## config.mk

```make
export PLATFORM = sky130hd
export DESIGN_NAME = button_conditioner
export DESIGN_NICKNAME = d
export VERILOG_FILES = /design/src/rtl/button_conditioner.sv
export SDC_FILE = /design/constraint.sdc
export NUM_CORES = 1
export LEC_CHECK = 0
export BUFFER_PORTS_ARGS = -buffer_cell sky130_fd_sc_hd__buf_2
export CORE_AREA = 5 5 73 75
export CTS_CLUSTER_SIZE = 24
export DETAILED_ROUTE_END_ITERATION = 12
export DIE_AREA = 0 0 78 80
export MAX_ROUTING_LAYER = met4
export PLACE_DENSITY = 0.72
export SKIP_CTS_REPAIR_TIMING = 1
export SYNTH_ARGS = -nofsm -noshare
export SYNTH_HDL_FRONTEND = slang
export SYNTH_SLANG_ARGS = --single-unit
```

## constraint.sdc

```tcl
create_clock -name buttonclk -period 1.7 [get_ports buttonclk]
set_input_delay 0.34 -clock buttonclk [delete_from_list [all_inputs] [get_ports buttonclk]]
set_output_delay 0.34 -clock buttonclk [all_outputs]
set_load 0.02 [all_outputs]
```

## src/rtl/button_conditioner.sv

```systemverilog
// Breakout input front-end: synchronises and debounces the raw buttons and
// the run switch, then turns them into single-cycle game commands.
// Left/right get auto-repeat, throw fires once per press, and everything
// is gated by the debounced run switch.
module button_conditioner #(
    parameter int DEBOUNCE_TICKS = 2,
    parameter int REPEAT_DELAY   = 6,
    parameter int REPEAT_RATE    = 2
) (
    input  logic buttonclk,
    input  logic reset,
    input  logic raw_left,
    input  logic raw_right,
    input  logic raw_throw,
    input  logic raw_start,
    output logic start_level,
    output logic held_left,
    output logic held_right,
    output logic left_pulse,
    output logic right_pulse,
    output logic throw_pulse
);

    // Input lanes: 0 = left, 1 = right, 2 = throw, 3 = start.
    localparam int NUM_IN = 4;

    localparam logic [3:0] DB_LAST    = 4'(DEBOUNCE_TICKS - 1);
    localparam logic [5:0] DELAY_LOAD = 6'(REPEAT_DELAY);
    localparam logic [5:0] RATE_LOAD  = 6'(REPEAT_RATE);

    typedef enum logic [1:0] {
        ST_IDLE,
        ST_DELAY,
        ST_REPEAT,
        ST_BLOCK
    } rpt_state_t;

    logic [NUM_IN-1:0] raw_vec;
    logic [NUM_IN-1:0] deb_vec;      // current debounced levels (registered)
    logic [2:0]        deb_prev_q;   // debounced levels one tick ago, for edge detection
    logic [1:0]        next_lr;      // debounced left/right levels after this edge
    logic [1:0]        pulse_lr;
    logic              conflict_d;
    logic              throw_pulse_q;

    assign raw_vec = {raw_start, raw_throw, raw_right, raw_left};

    // Per-input synchroniser and stability-counter debounce.
    for (genvar gi = 0; gi < NUM_IN; gi++) begin : g_deb
        logic       sync1_q;
        logic       sync2_q;
        logic [3:0] cnt_q;
        logic [3:0] cnt_d;
        logic       deb_q;
        logic       deb_d;

        // Count consecutive samples that disagree with the debounced level;
        // flip once the run is long enough, otherwise restart the count.
        always_comb begin
            cnt_d = cnt_q;
            deb_d = deb_q;
            if (sync2_q == deb_q) begin
                cnt_d = 4'd0;
            end else if (cnt_q >= DB_LAST) begin
                deb_d = ~deb_q;
                cnt_d = 4'd0;
            end else begin
                cnt_d = cnt_q + 4'd1;
            end
        end

        // Two-flop synchroniser plus debounce state.
        always_ff @(posedge buttonclk) begin
            if (reset) begin
                sync1_q <= 1'b0;
                sync2_q <= 1'b0;
                cnt_q   <= 4'd0;
                deb_q   <= 1'b0;
            end else begin
                sync1_q <= raw_vec[gi];
                sync2_q <= sync1_q;
                cnt_q   <= cnt_d;
                deb_q   <= deb_d;
            end
        end

        assign deb_vec[gi] = deb_q;

        if (gi < 2) begin : g_next
            assign next_lr[gi] = deb_d;
        end
    end

    // Remember last tick's debounced levels so a press is seen exactly once.
    always_ff @(posedge buttonclk) begin
        if (reset) begin
            deb_prev_q <= 3'b000;
        end else begin
            deb_prev_q <= deb_vec[2:0];
        end
    end

    // Conflict tracks the debounced levels being loaded this edge, so BLOCK
    // coincides with held_left and held_right both reading 1.
    assign conflict_d = &next_lr;

    // Left/right repeat engines.
    for (genvar gi = 0; gi < 2; gi++) begin : g_rpt
        localparam int OTHER = 1 - gi;

        rpt_state_t state_q;
        rpt_state_t state_d;
        logic [5:0] tick_q;
        logic [5:0] tick_d;
        logic       pulse_q;
        logic       pulse_d;
        logic       rise;

        assign rise = deb_vec[gi] & ~deb_prev_q[gi];

        // Next state: gating beats conflict, conflict beats normal operation.
        always_comb begin
            state_d = state_q;
            tick_d  = tick_q;
            pulse_d = 1'b0;
            if (!start_level) begin
                state_d = ST_IDLE;
                tick_d  = 6'd0;
            end else if (conflict_d) begin
                state_d = ST_BLOCK;
                tick_d  = 6'd0;
            end else begin
                case (state_q)
                    ST_IDLE: begin
                        if (rise && !deb_vec[OTHER]) begin
                            pulse_d = 1'b1;
                            state_d = ST_DELAY;
                            tick_d  = DELAY_LOAD;
                        end
                    end
                    ST_BLOCK: begin
                        // Surviving direction resumes with a full delay, no pulse.
                        if (next_lr[gi]) begin
                            state_d = ST_DELAY;
                            tick_d  = DELAY_LOAD;
                        end else begin
                            state_d = ST_IDLE;
                        end
                    end
                    default: begin
                        if (!deb_vec[gi]) begin
                            state_d = ST_IDLE;
                            tick_d  = 6'd0;
                        end else if (tick_q <= 6'd1) begin
                            pulse_d = 1'b1;
                            state_d = ST_REPEAT;
                            tick_d  = RATE_LOAD;
                        end else begin
                            tick_d = tick_q - 6'd1;
                        end
                    end
                endcase
            end
        end

        // Repeat engine state and registered pulse.
        always_ff @(posedge buttonclk) begin
            if (reset) begin
                state_q <= ST_IDLE;
                tick_q  <= 6'd0;
                pulse_q <= 1'b0;
            end else begin
                state_q <= state_d;
                tick_q  <= tick_d;
                pulse_q <= pulse_d;
            end
        end

        assign pulse_lr[gi] = pulse_q;
    end

    // One throw per debounced press, only while the run switch is on.
    always_ff @(posedge buttonclk) begin
        if (reset) begin
            throw_pulse_q <= 1'b0;
        end else begin
            throw_pulse_q <= start_level & deb_vec[2] & ~deb_prev_q[2];
        end
    end

    assign held_left   = deb_vec[0];
    assign held_right  = deb_vec[1];
    assign start_level = deb_vec[3];
    assign left_pulse  = pulse_lr[0];
    assign right_pulse = pulse_lr[1];
    assign throw_pulse = throw_pulse_q;

endmodule

```

==> impl_metrics.py, run 1 <==
metrics = {
    "run_status": {
        "status": "complete, but fails checks",
        "violations": "setup timing",
    },
    "clock_tree": {
        "clkLatencyLatePin_ns": 0.30,
        "cts.sinks": 50,
        "cts.path.max_buffers": 2,
        "cts.reportedPaths.clkPinSlew_ns": 0.09,
        "cts_tree": "done",
        "h-tree-depth": 2,
        "root_buffer": "clkbuf_8",
        "cts_buffers": 5,
    },
    "logic_synthesis": {
        "synthFlopType": "dfxtp_1",
        "synthMuxAreaShare": 0.0307,
        "synth.distinct_cells": 50,
        "avgSynthCellArea_um2": 9.22,
        "synth_seq_area_share": 0.424,
        "synth_top_cell_by_area": "dfxtp_1",
        "synth_cells": 256,
        "synth_area_um2": 2360,
        "yosys.area_share.simple": 0.206,
        "synth-xor-area-share": 0.0297,
        "synth-seq-cells": 50,
        "synth_top_family_by_area": "simple AND/OR/NAND/NOR gates",
        "synth_edf_count": 0,
        "synth_fa_ha_area_frac": 0.106,
        "yosysTopAreaCellShare": 0.424,
        "synth_compound_area_frac": 0.149,
        "synthTopCellsByArea": "dfxtp_1 (42%), ha_1 (11%), nor2_1 (4.6%), inv_1 (4.1%), a21oi_1 (3.2%)",
        "async_flop_share": 0,
        "yosysWarnings": 0,
    },
    "worst_setup_path": {
        "crit_chain": "inv_1 > ha_1 > or4b_4 > mux2i_4 > a21o_4 > nand2b_4 > a311oi_1",
        "r2r_cells": 7,
        "cp-start-kind": "flip-flop",
        "worstPathMaxFanout": 8,
        "crit_path_max_incr_delay_ns": 0.49,
        "worstSetupPathType": "flip-flop to flip-flop",
        "rrSetupSlack_ns": -0.27,
        "worstReg2RegEnd": "g_rpt[1].tick_q[1]$_SDFFE_PP0P_",
        "cp-end-kind": "flip-flop",
        "critPathSlowestCell": "or4b_4",
        "worst_ep_arrival_time_ns": 2.18,
        "critPathRequiredTime_ns": 1.91,
        "rr_startpoint": "g_deb[0].cnt_q[0]$_SDFF_PP0_",
    },
    "power_and_ir_drop": {
        "peakVddDrop_mv": 0.507,
        "powerDensity_nw_per_um2": 682,
        "power_w": 0.00201,
        "p_seq_frac": 0.600,
        "switching_share": 0.229,
        "power.leakage_nw": 1.17,
        "combPwrFrac": 0.065,
        "clkPwrFrac": 0.336,
        "power.switching_w": 0.000460,
        "p_int_w": 0.00155,
    },
    "floorplanning": {
        "die_y_um": 80,
        "io_pins": 12,
        "rows": 25,
        "core_um2": 4600,
        "die_area_um2": 6240,
        "start_util": 0.513,
        "die_w_um": 78,
    },
    "min_path": {
        "holdCritStartpoint": "raw_left",
        "hold_end": "g_deb[0].sync1_q$_SDFF_PP0_",
        "hold_depth": 2,
        "hp-class": "input port to flip-flop",
    },
    "sta": {
        "fmax_mhz": 506,
        "finalCriticalPeriod_ns": 1.97,
        "fin_hold_ws_ns": 0.241,
        "clock_skew_ns": 0.00656,
        "rsz0062_at_grt": "yes",
        "finalHoldViolations": 0,
        "fin_ws_ns": -0.275,
        "maxSlewViolCount": 0,
        "setup_viol_count_final": 18,
        "min_period_over_period": 1.16,
    },
    "placed_design": {
        "portBuffers": 11,
        "finalWeightedCongestion": 0.892,
        "hpwl_um": 3370,
        "post-place-ws_ns": -0.263,
    },
    "detailed_routing": {
        "routed_wl_um": 4550,
        "drc_errors": 0,
        "drtAntennaViolNets": 0,
        "wl_met2_um": 2240,
        "viasPerCell": 5.21,
        "drt-wirelength-per-cell_um": 12.5,
        "wl_met3_um": 108,
        "firstDrtPassIters": 4,
        "wl_met1_um": 2140,
        "route.vias.total": 1896,
        "maxUsedRoutingLayer": "met4",
        "drtIter0Drc": 73,
    },
    "final_layout": {
        "drive_gt1_frac": 0.284,
        "finish.utilization": 0.639,
        "fin_nets": 336,
        "syn2layout_area_growth_pct": 24.5,
        "fill_cells": 402,
        "antenna_cells": 0,
    },
    "grt": {
        "grt_max_degree": 16,
        "overflow": 0,
        "grt_pass1_wl_um": 8200,
        "grt_use_total": 0.167,
        "antenna_found_initial": 0,
        "grt_pass1_vias": 1906,
    },
    "job": {
        "drv_cap": 0,
    },
}
-- worst max-delay path, delay by kind of cell, from the launching register on --
kind	cells	cell delay [ns]
AO/OA/AOI/OAI	2	0.38
adder cells (fa/ha/maj)	1	0.14
buffers and inverters	1	0.06
flip-flops	1	0.35
multiplexers	1	0.36
AND/OR/NAND/NOR	2	0.59
-- registers in the layout, indices dropped and copies added (netlist names) --
name and count:
held_right 1, g_deb.deb_q 1, held_left 1, throw_pulse 1
left_pulse 1, g_rpt.state_q 4, g_rpt.tick_q 12, deb_prev_q 3
right_pulse 1, start_level 1, g_deb.sync2_q 4, g_deb.sync1_q 4
g_deb.cnt_q 16
-- synthesized netlist by cell type (2+ instances only) --
library cell,number
nor4b_1,2
ha_1,20
nor3_1,8
dfxtp_1,50
a21oi_1,15
mux2i_1,5
o21bai_1,3
clkbuf_1,2
inv_1,26
or3_1,5
xnor2_1,8
a31oi_1,2
nand4_1,3
buf_2,2
a21oi_2,2
nor3b_1,3
or4b_2,2
o21ai_0,13
nand3_1,4
and2_1,2
nand2_1,7
nor2b_1,10
nor2_1,29
nand2b_1,2
a311oi_1,2
a21boi_0,4
nand4b_1,2
-- cell type report --
cell class              count  area [um^2]  share of cell area
inverters                  26         97.6              0.0332
well taps                  54         67.6              0.0230
multi-input cells         178         1330               0.453
clock inverters             2         13.8             0.00468
repair buffers             49          353               0.120
clock buffers               5         68.8              0.0234
flip-flops and latches     50         1010               0.343
-- cells by family after synthesis --
| family | after synthesis |
|---|---|
| and+or+nand+nor | 87 |
| AOI/OAI and AO/OA | 53 |
| DFF | 50 |
| buffers and inverters | 31 |
| adders and majority gates | 20 |
| xor gates and xnor gates | 8 |
| muxes | 6 |
| other | 1 |
-- per-layer routing --
layer,up-vias,global-route usage
met5,-,-
met4,0,0.0574
met3,5,0.0429
met2,15,0.283
met1,895,0.191
li1,981,-
-- cells in the final DEF, fill, tap and decap left out, types with 3 or more instances in the layout --
cell type | Yosys | final
a21boi_0 | 4 | 4
a21oi_1 | 15 | 15
buf_2 | 2 | 11
buf_4 | 0 | 37
clkbuf_8 | 0 | 5
conb_1 | 1 | 4
dfxtp_1 | 50 | 45
dfxtp_2 | 0 | 5
ha_1 | 20 | 19
inv_1 | 26 | 25
mux2i_1 | 5 | 5
nand2_1 | 7 | 7
nand3_1 | 4 | 4
nand4_1 | 3 | 3
nor2_1 | 29 | 26
nor2_2 | 0 | 3
nor2b_1 | 10 | 10
nor3_1 | 8 | 8
nor3b_1 | 3 | 3
o21ai_0 | 13 | 11
o21bai_1 | 3 | 3
or3_4 | 0 | 3
or4b_4 | 1 | 4
xnor2_1 | 8 | 8
-- how the worst max path moves through the flow --
stage / start / end / depth (start not counted)
4_1_cts: g_deb[0].cnt_q[1]$_SDFF_PP0_ / g_rpt[0].tick_q[3]$_SDFFE_PP0P_ / 8
5_1_grt: g_deb[0].cnt_q[1]$_SDFF_PP0_ / g_rpt[1].tick_q[3]$_SDFFE_PP0P_ / 8
3_3_place_gp: g_deb[0].cnt_q[1]$_SDFF_PP0_ / g_rpt[1].tick_q[1]$_SDFFE_PP0P_ / 7
6_report: g_deb[0].cnt_q[0]$_SDFF_PP0_ / g_rpt[1].tick_q[1]$_SDFFE_PP0P_ / 7
3_5_place_dp: g_deb[0].cnt_q[1]$_SDFF_PP0_ / g_rpt[0].tick_q[3]$_SDFFE_PP0P_ / 8
2_1_floorplan: g_deb[0].cnt_q[1]$_SDFF_PP0_ / g_rpt[0].tick_q[3]$_SDFFE_PP0P_ / 8
-- per-stage QoR --
step / std cells / area (um^2) / TNS, ns
global route: 364 / 2940 / -6.43
global placement: 355 / 2770 / -3.40
detailed placement: 355 / 2770 / -4.28
finish: 364 / 2940 / -4.17
CTS: 362 / 2850 / -4.83
floorplan: 259 / 2390 / -1.39
-- power by group through the flow --
stage | clock network (W) | registers [W] | logic [W]
5_1_grt | 0.000753 | 0.00121 | 0.000143
3_3_place_gp | 0 | 0.00123 | 0.000114
4_1_cts | 0.000697 | 0.00120 | 0.000116
6_report | 0.000673 | 0.00120 | 0.000130
3_5_place_dp | 0 | 0.00123 | 0.000116
2_1_floorplan | 0 | 0.00123 | 0.0000723
Note: power is estimated with default switching activity, not from simulation.
==> run 2, diff against run 1 <==
==> constraint.sdc (replaced) <==
create_clock -name buttonclk -period 1.7 [get_ports buttonclk]
set_input_delay 0.425 -clock buttonclk [delete_from_list [all_inputs] [get_ports buttonclk]]
set_output_delay 0.425 -clock buttonclk [all_outputs]
set_load 0.02 [all_outputs]
==> run 2 against run 1 <==
Sequential power is essentially flat. Clock power grew 12%. Combinational power grew 5%. Total power grew 4.2%. Largest cell class unchanged. Design area grew 2.6%. Register-to-register slack is essentially flat. Largest power group unchanged. The flow still finishes with violations (setup timing). Utilization grew 1.7 points.
==> impl_metrics.py, run 2 (same netlist as run 1, synthesis figures left out) <==
metrics = {
    "sta": {
        "fin_tns_setup_ns": -4.21,
        "min_period_over_period": 1.16,
        "worst_slew_pin_slew_ns": 0.515,
        "clock_skew_ns": 0.00567,
        "fin_hold_ws_ns": 0.320,
        "finalHoldViolations": 0,
        "rsz0062_at_grt": "yes",
        "maxSlewViolCount": 0,
        "fmax_mhz": 509,
        "setup_viol_count_final": 22,
        "finalCriticalPeriod_ns": 1.97,
        "fin_ws_ns": -0.265,
        "slew_headroom": 0.653,
    },
    "final_layout": {
        "largest_register": "g_deb.cnt_q",
        "antenna_cells": 0,
        "largest_reg_flops": 16,
        "drive_gt1_frac": 0.321,
        "syn2layout_area_growth_pct": 27.8,
        "reg_top3": "g_deb.cnt_q (16), g_rpt.tick_q (12)",
        "fin_nets": 337,
        "final_common_cell": "dfxtp_1",
        "final_cell_mix": "dfxtp_1 (44), buf_4 (35), inv_1 (25), nor2_1 (25), ha_1 (19)",
    },
    "clock_tree": {
        "h-tree-depth": 2,
        "cts.reportedPaths.clkPinSlew_ns": 0.10,
        "cts.path.max_buffers": 2,
        "root_buffer": "clkbuf_8",
        "clkLatencyLatePin_ns": 0.31,
        "cts_tree": "done",
        "cts.sinks": 50,
        "cts_buffers": 5,
    },
    "detailed_routing": {
        "firstDrtPassIters": 4,
        "drt-wirelength-per-cell_um": 12.9,
        "route.vias.total": 1951,
        "drtIter0Drc": 105,
        "routed_wl_um": 4720,
        "viasPerCell": 5.33,
        "drtAntennaViolNets": 0,
        "drc_errors": 0,
    },
    "placed_design": {
        "portBuffers": 11,
        "post-place-ws_ns": -0.274,
        "finalWeightedCongestion": 0.901,
        "hpwl_um": 3340,
    },
    "min_path": {
        "hp-class": "input port to flip-flop",
        "holdCritStartpoint": "raw_start",
    },
    "grt": {
        "antenna_found_initial": 0,
        "overflow": 0,
        "grt_pass1_wl_um": 8310,
        "grt_pass1_vias": 1878,
        "grt_use_total": 0.170,
        "grt_max_degree": 17,
    },
    "worst_setup_path": {
        "worstSetupPathType": "flip-flop to flip-flop",
        "rr_startpoint": "g_deb[0].cnt_q[1]$_SDFF_PP0_",
        "setup.worst_path.start": "g_deb[0].cnt_q[1]$_SDFF_PP0_",
        "worstPathMaxFanout": 7,
        "critPathRequiredTime_ns": 1.95,
        "cp-start-kind": "flip-flop",
        "worst_ep_arrival_time_ns": 2.21,
        "cp-end-kind": "flip-flop",
    },
    "floorplanning": {
        "io_pins": 12,
        "rows": 25,
        "die_area_um2": 6240,
        "core_um2": 4600,
        "die_y_um": 80,
        "start_util": 0.513,
        "die_w_um": 78,
    },
    "power_and_ir_drop": {
        "power.leakage_nw": 1.18,
        "power_w": 0.00209,
        "powerDensity_nw_per_um2": 693,
        "peakVddDrop_mv": 0.576,
    },
    "run_status": {
        "status": "complete, but fails checks",
        "violations": "setup timing",
    },
    "job": {
        "drv_cap": 0,
    },
}
[run 2: cell type report]
cell class | count | area (um^2)
multi-input cells | 178 | 1360
inverters | 26 | 97.6
flip-flops and latches | 50 | 1010
repair buffers | 50 | 380
clock buffers | 6 | 82.6
well taps | 54 | 67.6
clock inverters | 2 | 17.5
fillers | 371 | 1580
[run 2: metrics by stage]
stage / instances / util / cell area, um^2
floorplan: 259 / - / 2390
finish: 366 / 0.656 / 3020
detailed placement: 353 / 0.599 / 2760
global route: 366 / 0.656 / 3020
global placement: 353 / 0.599 / 2760
CTS: 361 / 0.621 / 2860
[run 2: critical path, stage by stage, from the launching register on]
cell	delay [ns]
dfxtp_2	0.34
inv_2	0.05
ha_4	0.14
or4b_4	0.51
mux2i_4	0.33
a21o_4	0.16
nand2b_4	0.10
buf_12	0.15
a31oi_2	0.12
[run 2: report_power, final]
group | leakage (nW) | switching [W] | total (W) | internal (W)
registers | 0.409 | 0.0000123 | 0.00120 | 0.00119
clock network | 0.0514 | 0.000416 | 0.000751 | 0.000335
logic | 0.717 | 0.0000628 | 0.000136 | 0.0000732
[run 2: final timing paths]
kind / endpoint / slack (ns) / cells past startpoint
setup / recovery: g_rpt[0].tick_q[3]$_SDFFE_PP0P_ / -0.27 / 8
hold / removal: g_deb[3].sync1_q$_SDFF_PP0_ / 0.32 / 2
setup reg to reg: g_rpt[0].tick_q[3]$_SDFFE_PP0P_ / -0.27 / 8
hold reg to reg: throw_pulse$_SDFF_PP0_ / 0.39 / 1
[run 2: layer usage]
metal  GRT usage  up-vias  wire length, um
met1       0.195      901             2050
li1            -      990                -
met4      0.0861        0              166
met3      0.0451       19              157
met5           -        -                0
met2       0.275       41             2350
==> run 3, diff against run 2 <==
--- a/config.mk
+++ b/config.mk
@@ -11,7 +11,7 @@
 export DETAILED_ROUTE_END_ITERATION = 12
 export DIE_AREA = 0 0 78 80
 export MAX_ROUTING_LAYER = met4
-export PLACE_DENSITY = 0.72
+export PLACE_DENSITY = 0.74
 export SKIP_CTS_REPAIR_TIMING = 1
 export SYNTH_ARGS = -nofsm -noshare
 export SYNTH_HDL_FRONTEND = slang
==> run 3 against run 2 <==
Clock skew increased by 0.0038 ns. Register-to-register slack about the same. Fmax is 0.63% lower. Global-route usage down 1.7 points. Cell count fell by 0.82%. Clock power down 9.1%. Combinational power is essentially flat. The run still ends with setup timing left. Critical path depth stayed put. Sequential share of layout area up 0.27 points. Count of clock-buffer cells in the layout is 1 lower. Worst hold slack improved by 0.0018 ns. Routed wire length grew 1.6%.
==> impl_metrics.py, run 3 (same netlist as run 1, synthesis figures left out) <==
metrics = {
    "run_status": {
        "status": "complete, but fails checks",
        "violations": "setup timing",
    },
    "floorplanning": {
        "die_area_um2": 6240,
        "core_um2": 4600,
        "die_w_um": 78,
        "io_pins": 12,
        "rows": 25,
        "die_y_um": 80,
        "start_util": 0.513,
    },
    "worst_setup_path": {
        "rr_startpoint": "g_deb[0].cnt_q[1]$_SDFF_PP0_",
        "cp-start-kind": "flip-flop",
        "worstSetupPathType": "flip-flop to flip-flop",
        "rrSetupSlack_ns": -0.28,
        "worstReg2RegEnd": "g_rpt[0].tick_q[3]$_SDFFE_PP0P_",
        "critical-path-top-delay-family": "simple AND/OR/NAND/NOR gates",
        "critPathSlowestCell": "or4b_4",
        "crit_path_max_incr_delay_ns": 0.50,
        "cp-end-kind": "flip-flop",
        "r2r_cells": 8,
        "worst_ep_arrival_time_ns": 2.23,
        "critPathRequiredTime_ns": 1.95,
        "setup.worst_path.start": "g_deb[0].cnt_q[1]$_SDFF_PP0_",
        "worstPathMaxFanout": 8,
        "critPathBufInv": 2,
        "crit_chain": "inv_2 > ha_4 > or4b_4 > mux2i_4 > a21o_4 > nand2b_4 > buf_12 > a31oi_2",
    },
    "placed_design": {
        "finalWeightedCongestion": 0.899,
        "portBuffers": 11,
        "hpwl_um": 3370,
        "post-place-ws_ns": -0.326,
    },
    "grt": {
        "grt_pass1_wl_um": 7600,
        "overflow": 0,
        "grt_use_total": 0.153,
        "antenna_found_initial": 0,
        "grt_pass1_vias": 1785,
        "grt_max_degree": 16,
    },
    "sta": {
        "rsz0062_at_grt": "yes",
        "finalHoldViolations": 0,
        "fin_ws_ns": -0.278,
        "setup_viol_count_final": 19,
        "min_period_over_period": 1.16,
        "fmax_mhz": 506,
        "finalCriticalPeriod_ns": 1.98,
        "clock_skew_ns": 0.00947,
        "maxSlewViolCount": 0,
    },
    "final_layout": {
        "fin_nets": 335,
        "largest_reg_flops": 16,
        "final_cell_mix": "dfxtp_1 (45), buf_4 (32), nor2_1 (25)",
        "finish.utilization": 0.652,
        "final_common_cell": "dfxtp_1",
        "syn2layout_area_growth_pct": 26.9,
        "largest_register": "g_deb.cnt_q",
        "drive_gt1_frac": 0.327,
        "antenna_cells": 0,
        "reg_top3": "g_deb.cnt_q (16), g_rpt.tick_q (12)",
    },
    "clock_tree": {
        "cts_tree": "done",
        "cts.reportedPaths.clkPinSlew_ns": 0.09,
        "clkLatencyLatePin_ns": 0.31,
        "cts.path.max_buffers": 2,
        "cts.sinks": 50,
        "root_buffer": "clkbuf_8",
        "cts_buffers": 5,
        "h-tree-depth": 2,
    },
    "min_path": {
        "hold_end": "g_deb[1].sync1_q$_SDFF_PP0_",
        "holdCritStartpoint": "raw_right",
        "hp-class": "input port to flip-flop",
        "hold_depth": 2,
    },
    "detailed_routing": {
        "drtIter0Drc": 74,
        "drtAntennaViolNets": 0,
        "viasPerCell": 5.25,
        "drc_errors": 0,
        "routed_wl_um": 4790,
        "route.vias.total": 1905,
        "drt-wirelength-per-cell_um": 13.2,
        "firstDrtPassIters": 4,
    },
    "power_and_ir_drop": {
        "powerDensity_nw_per_um2": 674,
        "power.leakage_nw": 1.16,
        "peakVddDrop_mv": 0.502,
    },
    "job": {
        "drv_cap": 0,
    },
}
run 3: layout make-up:
cell class / count / area (um^2)
well taps: 54 / 67.6
flip-flops and latches: 50 / 1010
clock buffers: 5 / 68.8
fillers: 373 / 1600
inverters: 26 / 97.6
multi-input cells: 179 / 1390
repair buffers: 47 / 349
clock inverters: 2 / 13.8
run 3: worst max path at each step:
stage / depth (start not counted) / slack (ns) / end
floorplan: 8 / -0.12 / g_rpt[0].tick_q[3]$_SDFFE_PP0P_
detailed placement: 7 / -0.33 / g_rpt[0].tick_q[1]$_SDFFE_PP0P_
finish: 8 / -0.28 / g_rpt[0].tick_q[3]$_SDFFE_PP0P_
global placement: 7 / -0.25 / g_rpt[0].tick_q[1]$_SDFFE_PP0P_
CTS: 7 / -0.34 / g_rpt[0].tick_q[1]$_SDFFE_PP0P_
global route: 7 / -0.35 / g_rpt[1].tick_q[1]$_SDFFE_PP0P_
run 3: power by group:
part	switching, W	internal, W
logic	0.0000632	0.0000707
clock network	0.000398	0.000285
registers	0.0000131	0.00119
run 3: per-layer routing:
metal,part of all wire,track usage,vias up
met1,0.46,0.172,907
li1,-,-,980
met4,0.017,0.0726,0
met2,0.50,0.260,10
met3,0.020,0.0316,8
met5,0,-,-
run 3: metrics by stage:
stage	hold slack (ns)	setup TNS, ns	instance area, um^2	instances	power, W
floorplan	0.373	-1.39	2390	259	0.00130
global route	0.335	-5.22	3000	363	0.00210
detailed placement	0.387	-3.64	2730	351	0.00135
global placement	0.380	-2.73	2730	351	0.00134
finish	0.322	-3.52	3000	363	0.00202
CTS	0.317	-4.02	2810	358	0.00202
